## config.mk

```make
export PLATFORM = sky130hd
export DESIGN_NAME = csel_adder_pipe
export DESIGN_NICKNAME = d
export VERILOG_FILES = /design/src/rtl/csel_adder_pipe.sv
export SDC_FILE = /design/constraint.sdc
export NUM_CORES = 1
export LEC_CHECK = 0
export CAP_MARGIN = 20
export CORE_UTILIZATION = 55
export CTS_BUF_LIST = sky130_fd_sc_hd__clkbuf_4 sky130_fd_sc_hd__clkbuf_8 sky130_fd_sc_hd__clkbuf_16
export CTS_CLUSTER_DIAMETER = 50
export DETAILED_ROUTE_END_ITERATION = 10
export HOLD_SLACK_MARGIN = 0.02
export PLACE_DENSITY = 0.83
export SLEW_MARGIN = 20
export SYNTH_ARGS = -nofsm -noshare
export SYNTH_HDL_FRONTEND = slang
export SYNTH_SLANG_ARGS = --single-unit
export TNS_END_PERCENT = 100
```

## constraint.sdc

```tcl
create_clock -name clk -period 4.2 [get_ports clk]
set_input_delay 0.63 -clock clk [delete_from_list [all_inputs] [get_ports clk]]
set_output_delay 0.63 -clock clk [all_outputs]
set_load 0.05 [all_outputs]
```

## src/rtl/csel_adder_pipe.sv

```systemverilog
// -----------------------------------------------------------------------------
// csel_adder_pipe
//
// Pipelined carry-select adder/subtractor. The WIDTH-bit operation is cut into
// NSEG = WIDTH/SEG_W segments, and one segment is resolved per pipeline stage.
// Each stage computes its segment twice, once with carry-in 0 and once with
// carry-in 1. The registered carry from the stage before it then selects one
// of the two results. Subtraction is a + ~b + 1.
//
// Ports
//   clk        in   rising-edge clock
//   rst        in   synchronous active-high reset
//   in_valid   in   operands valid
//   in_ready   out  block can accept an operation this cycle
//   a, b       in   WIDTH-bit operands
//   cin        in   carry in (add mode only)
//   sub        in   0: a+b+cin, 1: a-b (cin ignored)
//   out_valid  out  result valid
//   out_ready  in   consumer accepts the result
//   sum        out  WIDTH-bit result (modulo 2^WIDTH)
//   cout       out  carry out of the MSB (subtract: 1 = no borrow)
//   of         out  signed overflow
//   zero       out  sum == 0
//
// Handshake: a transfer happens on a clk edge where valid && ready are both 1,
// on either side. in_ready = !(out_valid && !out_ready). A stalled output
// freezes every stage at once through a single global enable, so bubbles are
// not squeezed out. out_valid and the data it qualifies stay stable until the
// result is taken. in_ready does not depend on in_valid.
//
// Latency: an operation accepted on edge t shows out_valid=1 right after edge
// t+NSEG-1. That means NSEG register ranks, and NSEG cycles counted from the
// accept cycle.
// -----------------------------------------------------------------------------
module csel_adder_pipe #(
    parameter int WIDTH = 32,
    parameter int SEG_W = 8
) (
    input  logic             clk,
    input  logic             rst,
    input  logic             in_valid,
    output logic             in_ready,
    input  logic [WIDTH-1:0] a,
    input  logic [WIDTH-1:0] b,
    input  logic             cin,
    input  logic             sub,
    output logic             out_valid,
    input  logic             out_ready,
    output logic [WIDTH-1:0] sum,
    output logic             cout,
    output logic             of,
    output logic             zero
);

    // Guarded divisor so that a bad SEG_W reaches the check below instead of
    // failing on a divide by zero first.
    localparam int SEG_SAFE = (SEG_W < 1) ? 1 : SEG_W;
    localparam int NSEG     = (WIDTH / SEG_SAFE < 1) ? 1 : WIDTH / SEG_SAFE;

    if ((SEG_W < 1) || ((WIDTH % SEG_SAFE) != 0)) begin : g_param_check
        $error("csel_adder_pipe: WIDTH must be a positive multiple of SEG_W");
    end

    // Per-stage registers. Entry k holds what stage k produced.
    //   a_q/b_q : operands not yet processed, shifted down so that the next
    //             segment always sits in the low SEG_W bits
    //   s_q     : sum bits resolved so far, in their final bit positions
    //   c_q     : carry out of the segment this stage resolved
    logic [NSEG-1:0]  vld_q;
    logic [WIDTH-1:0] a_q [NSEG];
    logic [WIDTH-1:0] b_q [NSEG];
    logic [WIDTH-1:0] s_q [NSEG];
    logic [NSEG-1:0]  c_q;
    logic             of_q;
    logic             zero_q;

    // Next-state values for each stage.
    logic [WIDTH-1:0] a_d [NSEG];
    logic [WIDTH-1:0] b_d [NSEG];
    logic [WIDTH-1:0] s_d [NSEG];
    logic [NSEG-1:0]  c_d;
    logic             of_d;
    logic             zero_d;

    // Inputs seen by each stage: the ports for stage 0, and the register of
    // the stage before it for every later stage.
    logic [WIDTH-1:0] st_a [NSEG];
    logic [WIDTH-1:0] st_b [NSEG];
    logic [WIDTH-1:0] st_s [NSEG];
    logic [NSEG-1:0]  st_c;
    logic [NSEG-1:0]  st_v;

    logic [SEG_W:0]   seg_r [NSEG];
    logic             msb_cin;
    logic             stall;
    logic             adv;

    // One carry-select segment. Both candidate sums are formed and the
    // incoming carry selects one of them, so the carry chain crossing a
    // stage is a single mux.
    function automatic logic [SEG_W:0] csel_seg(input logic [SEG_W-1:0] x,
                                                input logic [SEG_W-1:0] y,
                                                input logic             c);
        logic [SEG_W:0] r0;
        logic [SEG_W:0] r1;
        r0 = {1'b0, x} + {1'b0, y};
        r1 = {1'b0, x} + {1'b0, y} + {{SEG_W{1'b0}}, 1'b1};
        return c ? r1 : r0;
    endfunction

    assign stall    = vld_q[NSEG-1] && !out_ready;
    assign adv      = !stall;
    assign in_ready = !stall;

    always_comb begin
        st_a[0] = a;
        st_b[0] = sub ? ~b : b;
        st_c[0] = sub | cin;
        st_s[0] = '0;
        st_v[0] = in_valid;
        for (int k = 1; k < NSEG; k++) begin
            st_a[k] = a_q[k-1];
            st_b[k] = b_q[k-1];
            st_c[k] = c_q[k-1];
            st_s[k] = s_q[k-1];
            st_v[k] = vld_q[k-1];
        end
    end

    always_comb begin
        for (int k = 0; k < NSEG; k++) begin
            seg_r[k] = csel_seg(st_a[k][SEG_W-1:0], st_b[k][SEG_W-1:0], st_c[k]);
            a_d[k]   = st_a[k] >> SEG_W;
            b_d[k]   = st_b[k] >> SEG_W;
            s_d[k]   = st_s[k];
            s_d[k][k*SEG_W +: SEG_W] = seg_r[k][SEG_W-1:0];
            c_d[k]   = seg_r[k][SEG_W];
        end
        // The sum MSB is a ^ b ^ carry_in, so the carry into the MSB can be
        // recovered from the operand bits and the selected sum bit.
        msb_cin = st_a[NSEG-1][SEG_W-1] ^ st_b[NSEG-1][SEG_W-1]
                ^ seg_r[NSEG-1][SEG_W-1];
        of_d    = msb_cin ^ c_d[NSEG-1];
        zero_d  = (s_d[NSEG-1] == '0);
    end

    // Valid bits advance together. A bubble (st_v=0) shifts in as a 0.
    always_ff @(posedge clk) begin
        if (rst) begin
            vld_q <= '0;
        end else if (adv) begin
            vld_q <= st_v;
        end
    end

    // Data registers load only for a live operation, so operand values
    // driven under in_valid=0 never reach the outputs. Only the output stage
    // is cleared on reset. Inner stages are qualified by vld_q.
    always_ff @(posedge clk) begin
        if (rst) begin
            s_q[NSEG-1] <= '0;
            c_q[NSEG-1] <= 1'b0;
            of_q        <= 1'b0;
            zero_q      <= 1'b0;
        end else if (adv) begin
            for (int k = 0; k < NSEG; k++) begin
                if (st_v[k]) begin
                    a_q[k] <= a_d[k];
                    b_q[k] <= b_d[k];
                    s_q[k] <= s_d[k];
                    c_q[k] <= c_d[k];
                end
            end
            if (st_v[NSEG-1]) begin
                of_q   <= of_d;
                zero_q <= zero_d;
            end
        end
    end

    assign out_valid = vld_q[NSEG-1];
    assign sum       = s_q[NSEG-1];
    assign cout      = c_q[NSEG-1];
    assign of        = of_q;
    assign zero      = zero_q;

endmodule

```

### Word-level counts from Yosys, hierarchy flattened

Memory sizes are Yosys's and may differ from the RTL's.
Cells that the tools add are included.

* bitwise gates (word level): 8
* $add $sub $neg: 8
* reductions and logical operators: 8
* multiplexer cells: 24

Operator list (number)
* $mux W32: 2
* $add A8 B8 Y9: 4
* $add A9 B1 Y9 const B: 4
* $mux W9: 4
* $logic_not A32 Y1: 1
* $not A32 Y32: 1
* $mux W1: 18
* $reduce_and A3 Y1: 3
* $xor A1 B1 Y1: 3
* $logic_not A1 Y1: 2
* $not A1 Y1: 2
* $or A1 B1 Y1: 2
* $reduce_and A2 Y1: 1
* $logic_and A1 B1 Y1: 1

* output and inout port bits: 37
* input bits: 70
* register bits: 10
* bits in writable memories: 320
* memories: 3

Memory list
* s_q: depth 4, width 32, read ports 4, clocked after memory_dff 0, wr ports 4, line 72 `logic [WIDTH-1:0] s_q [NSEG];`
* a_q: depth 4, width 24, read ports 3, clocked after memory_dff 0, wr ports 4, line 70 `logic [WIDTH-1:0] a_q [NSEG];`
* b_q: depth 4, width 24, read ports 3, clocked after memory_dff 0, wr ports 4, line 71 `logic [WIDTH-1:0] b_q [NSEG];`

### Depth between registers and ports, before layout

* depth after elaboration: 6
* depth in mapped cells: 13
* gate-level depth less buffers: 11

### Least setup slack after synthesis

Ideal clock, no wire load.

* path type: input to register
* from: in sub
* to: reg c_q[0], data pin
* setup slack: 0.752 ns
* stages: 12
* setup time: 0.258 ns
* arrival: 3.190 ns
* cells stage by stage: clkbuf_1 > buf_1 > xor2_1 > ha_1 > inv_1 > fa_1 > inv_1 > ha_1 > nand4b_1 > nor4b_1 > nand3_1 > xnor2_1

* longest elaborated chain between the ends: 4
* elaborated cells on any way between the ends: 5

Ends and longest elaborated chain
* start, declared: line 46 `input logic sub,`
* $mux W32: line 117 `st_b[0] = sub ? ~b : b;`
* $add A8 B8 Y9: line 106, 107
* $add A9 B1 Y9: line 107 `r1 = {1'b0, x} + {1'b0, y} + {{SEG_W{1'b0}}, 1'b1};`
* $mux W9 (*): line 108 `return c ? r1 : r0;`
* named net c_d[0]: line 81 `logic [NSEG-1:0] c_d;`
* end signal, assigned by index: line 171 `c_q[k] <= c_d[k];`
* end, declared: line 73 `logic [NSEG-1:0] c_q;`

Mark *: on every way through the listed nets, which the timed path passes. The rest lies on a longest branch.
A chain may end at the register's enable or synchronous reset.

### Final worst setup path

* from: in out_ready
* to: out in_ready

* longest elaborated chain between the ends: 3

Ends and longest elaborated chain
* start, declared: line 48 `input logic out_ready,`
* $logic_not A1 Y1: line 111 `assign stall = vld_q[NSEG-1] && !out_ready;`
* $logic_and A1 B1 Y1: line 111
* $logic_not A1 Y1: line 113 `assign in_ready = !stall;`
* end, declared: line 42 `output logic in_ready,`

No other way between the ends.

==> flow_summary.yaml <==
status:
  outcome: "finished, final reports clean"
synth:
  synth_cells: 537
  synth_xor_area_share_pct: 9.22
  ys_top_cells_by_area: "edfxtp_1 66%, xor2_1 5.8%, ha_1 5.5%, xnor2_1 3.1%, and3_1 2.2%"
  synth_compound_area_share_pct: 5.66
  postSynth.asyncResetShare_pct: 0
  syn-num-nets: 647
  yosys_warnings: 0
  synth_cell_types: 55
  synth_mux_area_share_pct: 0.539
  synth_top_family_by_area: "XOR/XNOR gates"
  synthAdderAreaFrac_pct: 6.52
  synth_seq_cells: 186
  yosys.area_share.simple_pct: 8.83
  synth-main-ff-cell: "edfxtp_1"
  synth_top_area_cell: "edfxtp_1"
  synth_edf_count: 179
  synth.top_cell.area_share_pct: 66.1
  ys_seq_area_share_pct: 67.8
  syn_area_sq_um: 8130
  syn_area_per_cell_sq_um: 15.1
timing:
  tns_ps: 0
  holdWs_ps: 417
  hold_violations: 0
  fin_crit_ps: 3010
  fmax_ghz: 0.332
  fin_worst_skew_ps: 12.0
  tightest_slew_ps: 685
  finalSetupViolCount: 0
  maxSlewHeadroom_pct: 54.3
  grt_setup_unrepaired: "false"
  min_period_over_period_pct: 71.7
  slew_violations: 0
grt:
  met2_usage_pct: 30.1
  gr-usage-met1_pct: 22.3
  grt_pass1_vias: 4349
  antenna_found_initial: 0
  grtUsageMet3_pct: 4.26
  grt_usage_pct: 18.0
  grt_max_degree: 49
  busiest_layer: "met2"
  grt_remaining_overflow: 0
  grt_pass1_wl_mm: 20.4
cts:
  clkSinkCount: 186
  clkTransAtPathRegs_ps: 70
  cts_resized: 0
  clkLatencyLatePin_ps: 430
  cts_hold_buf: 0
  postCtsSetupBuffers: 0
  cts_root_buf: "clkbuf_16"
  h-tree-depth: 4
  clock_path_buffers: 2
  cts_made_buffers: 17
  cts_tree: "done"
power:
  powerDensity_nw_per_um2: 414
  irDropWorstVdd_mv: 0.320
  leakage_nw: 3.67
floorplanning:
  row_count: 44
  die_width_microns: 124
  initial_core_util_pct: 56.2
  dieHeight_microns: 124
  dieArea_sq_um: 15300
  core_sq_um: 14500
  ios: 107
finish:
  finalInstanceArea_sq_um: 9980
  post-route-util_pct: 68.9
  antennaDiodeCount: 0
  nNetsFinal: 764
  syn_to_final_growth_pct: 22.7
  layout-drive-gt1-share_pct: 8.25
route:
  wl_mm: 12.8
  ant_nets: 0
  drtPass1Iterations: 4
  wl_per_cell_microns: 15.0
  first_iter_violations: 323
  vias_per_cell: 5.23
  drc: 0
  vias: 4452
job:
  drv_cap: 0
place:
  place_congestion: 0.845
  dpl.hpwl_mm: 9.31
  place_area_sq_um: 9390
  port_buffers: 106
setup_path:
  crit_required_ps: 3570
  max_stage_delay_ps: 750
  path_class: "primary input to output pin"
  slowest_stage: "clkdlybuf4s50_1"
  cpMostUsedCell: "clkdlybuf4s50_1"
  worst_setup_path_start_kind: "primary input"
  path_max_fanout: 6
  setup.worst_path.end_class: "output pin"
  crit_arrival_ps: 2380
  crit_chain: "clkdlybuf4s50_1 -> nor2b_1 -> inv_1 -> clkdlybuf4s50_1"
worst_hold_path:
  hp-class: "flop to flop"
-- logic make-up after synthesis --
| kind of cell | count (synthesis) |
|---|---|
| adder cells (fa/ha/maj) | 40 |
| AO/OA/AOI/OAI | 68 |
| XOR/XNOR | 84 |
| buffers and inverters | 26 |
| AND/OR/NAND/NOR | 129 |
| flip-flops | 186 |
| multiplexers | 4 |
-- Yosys cell counts (2+ instances only) --
cell type / number
a211oi_2: 2
nor2_1: 34
o21ai_0: 6
nor2b_1: 2
xor2_1: 54
o21a_1: 4
a211o_1: 3
inv_1: 13
nor4_1: 8
nor3_1: 4
clkbuf_1: 9
nand2_1: 20
o211ai_1: 3
dfxtp_1: 7
and2_1: 10
ha_1: 36
mux2_2: 3
buf_1: 3
xnor2_1: 29
o21bai_1: 5
fa_1: 4
edfxtp_1: 179
nand3_1: 5
a21o_1: 6
o31ai_1: 2
a21oi_1: 24
nand4_1: 6
and3_1: 28
o21ai_1: 2
-- area by class of cell --
class / instances / area [sq um]
Multi-Input combinational cell: 325 / 2510
Clock inverter: 14 / 133
Timing Repair Buffer: 111 / 1110
Inverter: 13 / 48.8
Fill cell: 932 / 4500
Clock buffer: 18 / 433
Sequential cell: 186 / 5520
Tap cell: 184 / 230
-- worst paths after layout --
kind	slack (ps)	depth (start not counted)	to	startpoint
worst max register to register	1380	9	of	a_q[2][0]
worst min register to register	420	0	s_q[1][5]	s_q[0][5]
worst min-delay path	420	0	s_q[1][5]	s_q[0][5]
worst max-delay path	1190	4	in_ready	out_ready
-- state kept, by name, indices dropped and copies added, names as in the netlist --
signal / cells
a_q: 48
b_q: 48
c_q: 4
of: 1
s_q: 80
vld_q: 4
zero: 1
-- metal layers --
metal	up-vias	part of all wire, %
met2	131	49
met4	0	2.2
met1	2049	44
li1	2248	-
met3	24	4.1
met5	-	0
-- critical path, delay by kind of cell --
family / cells / cell delay (ps)
buffers and inverters: 3 / 1360
and+or+nand+nor: 1 / 390
-- layout by cell type (no fill, tap or decap), types with 5 or more instances in the layout --
cell type,n
edfxtp_1,179
and2_1,8
and3_1,28
nor4_1,8
a21oi_1,24
xnor2_1,29
ha_1,36
nand3_1,5
o21ai_0,6
clkbuf_16,17
nand2_1,20
dfxtp_1,7
a21o_1,6
nand4_1,6
xor2_1,54
inv_1,12
clkinv_4,5
o21bai_1,5
nor2_1,34
clkdlybuf4s50_1,105
-- power by group --
group          total, mW  switching, mW  internal [mW]
sequential          2.16         0.0260           2.13
combinational      0.481          0.266          0.215
clock               1.49          0.702          0.787
-- metrics by stage --
step                      setup WS, ps  power, mW  cells
after floorplan                    752       2.51    537
after global placement             851       2.65    818
after detailed placement           764       2.67    818
after CTS                         1220       4.15    850
after global routing              1050       4.27    851
final                             1190       4.13    851
No activity file was read; power rests on OpenSTA's default activity.
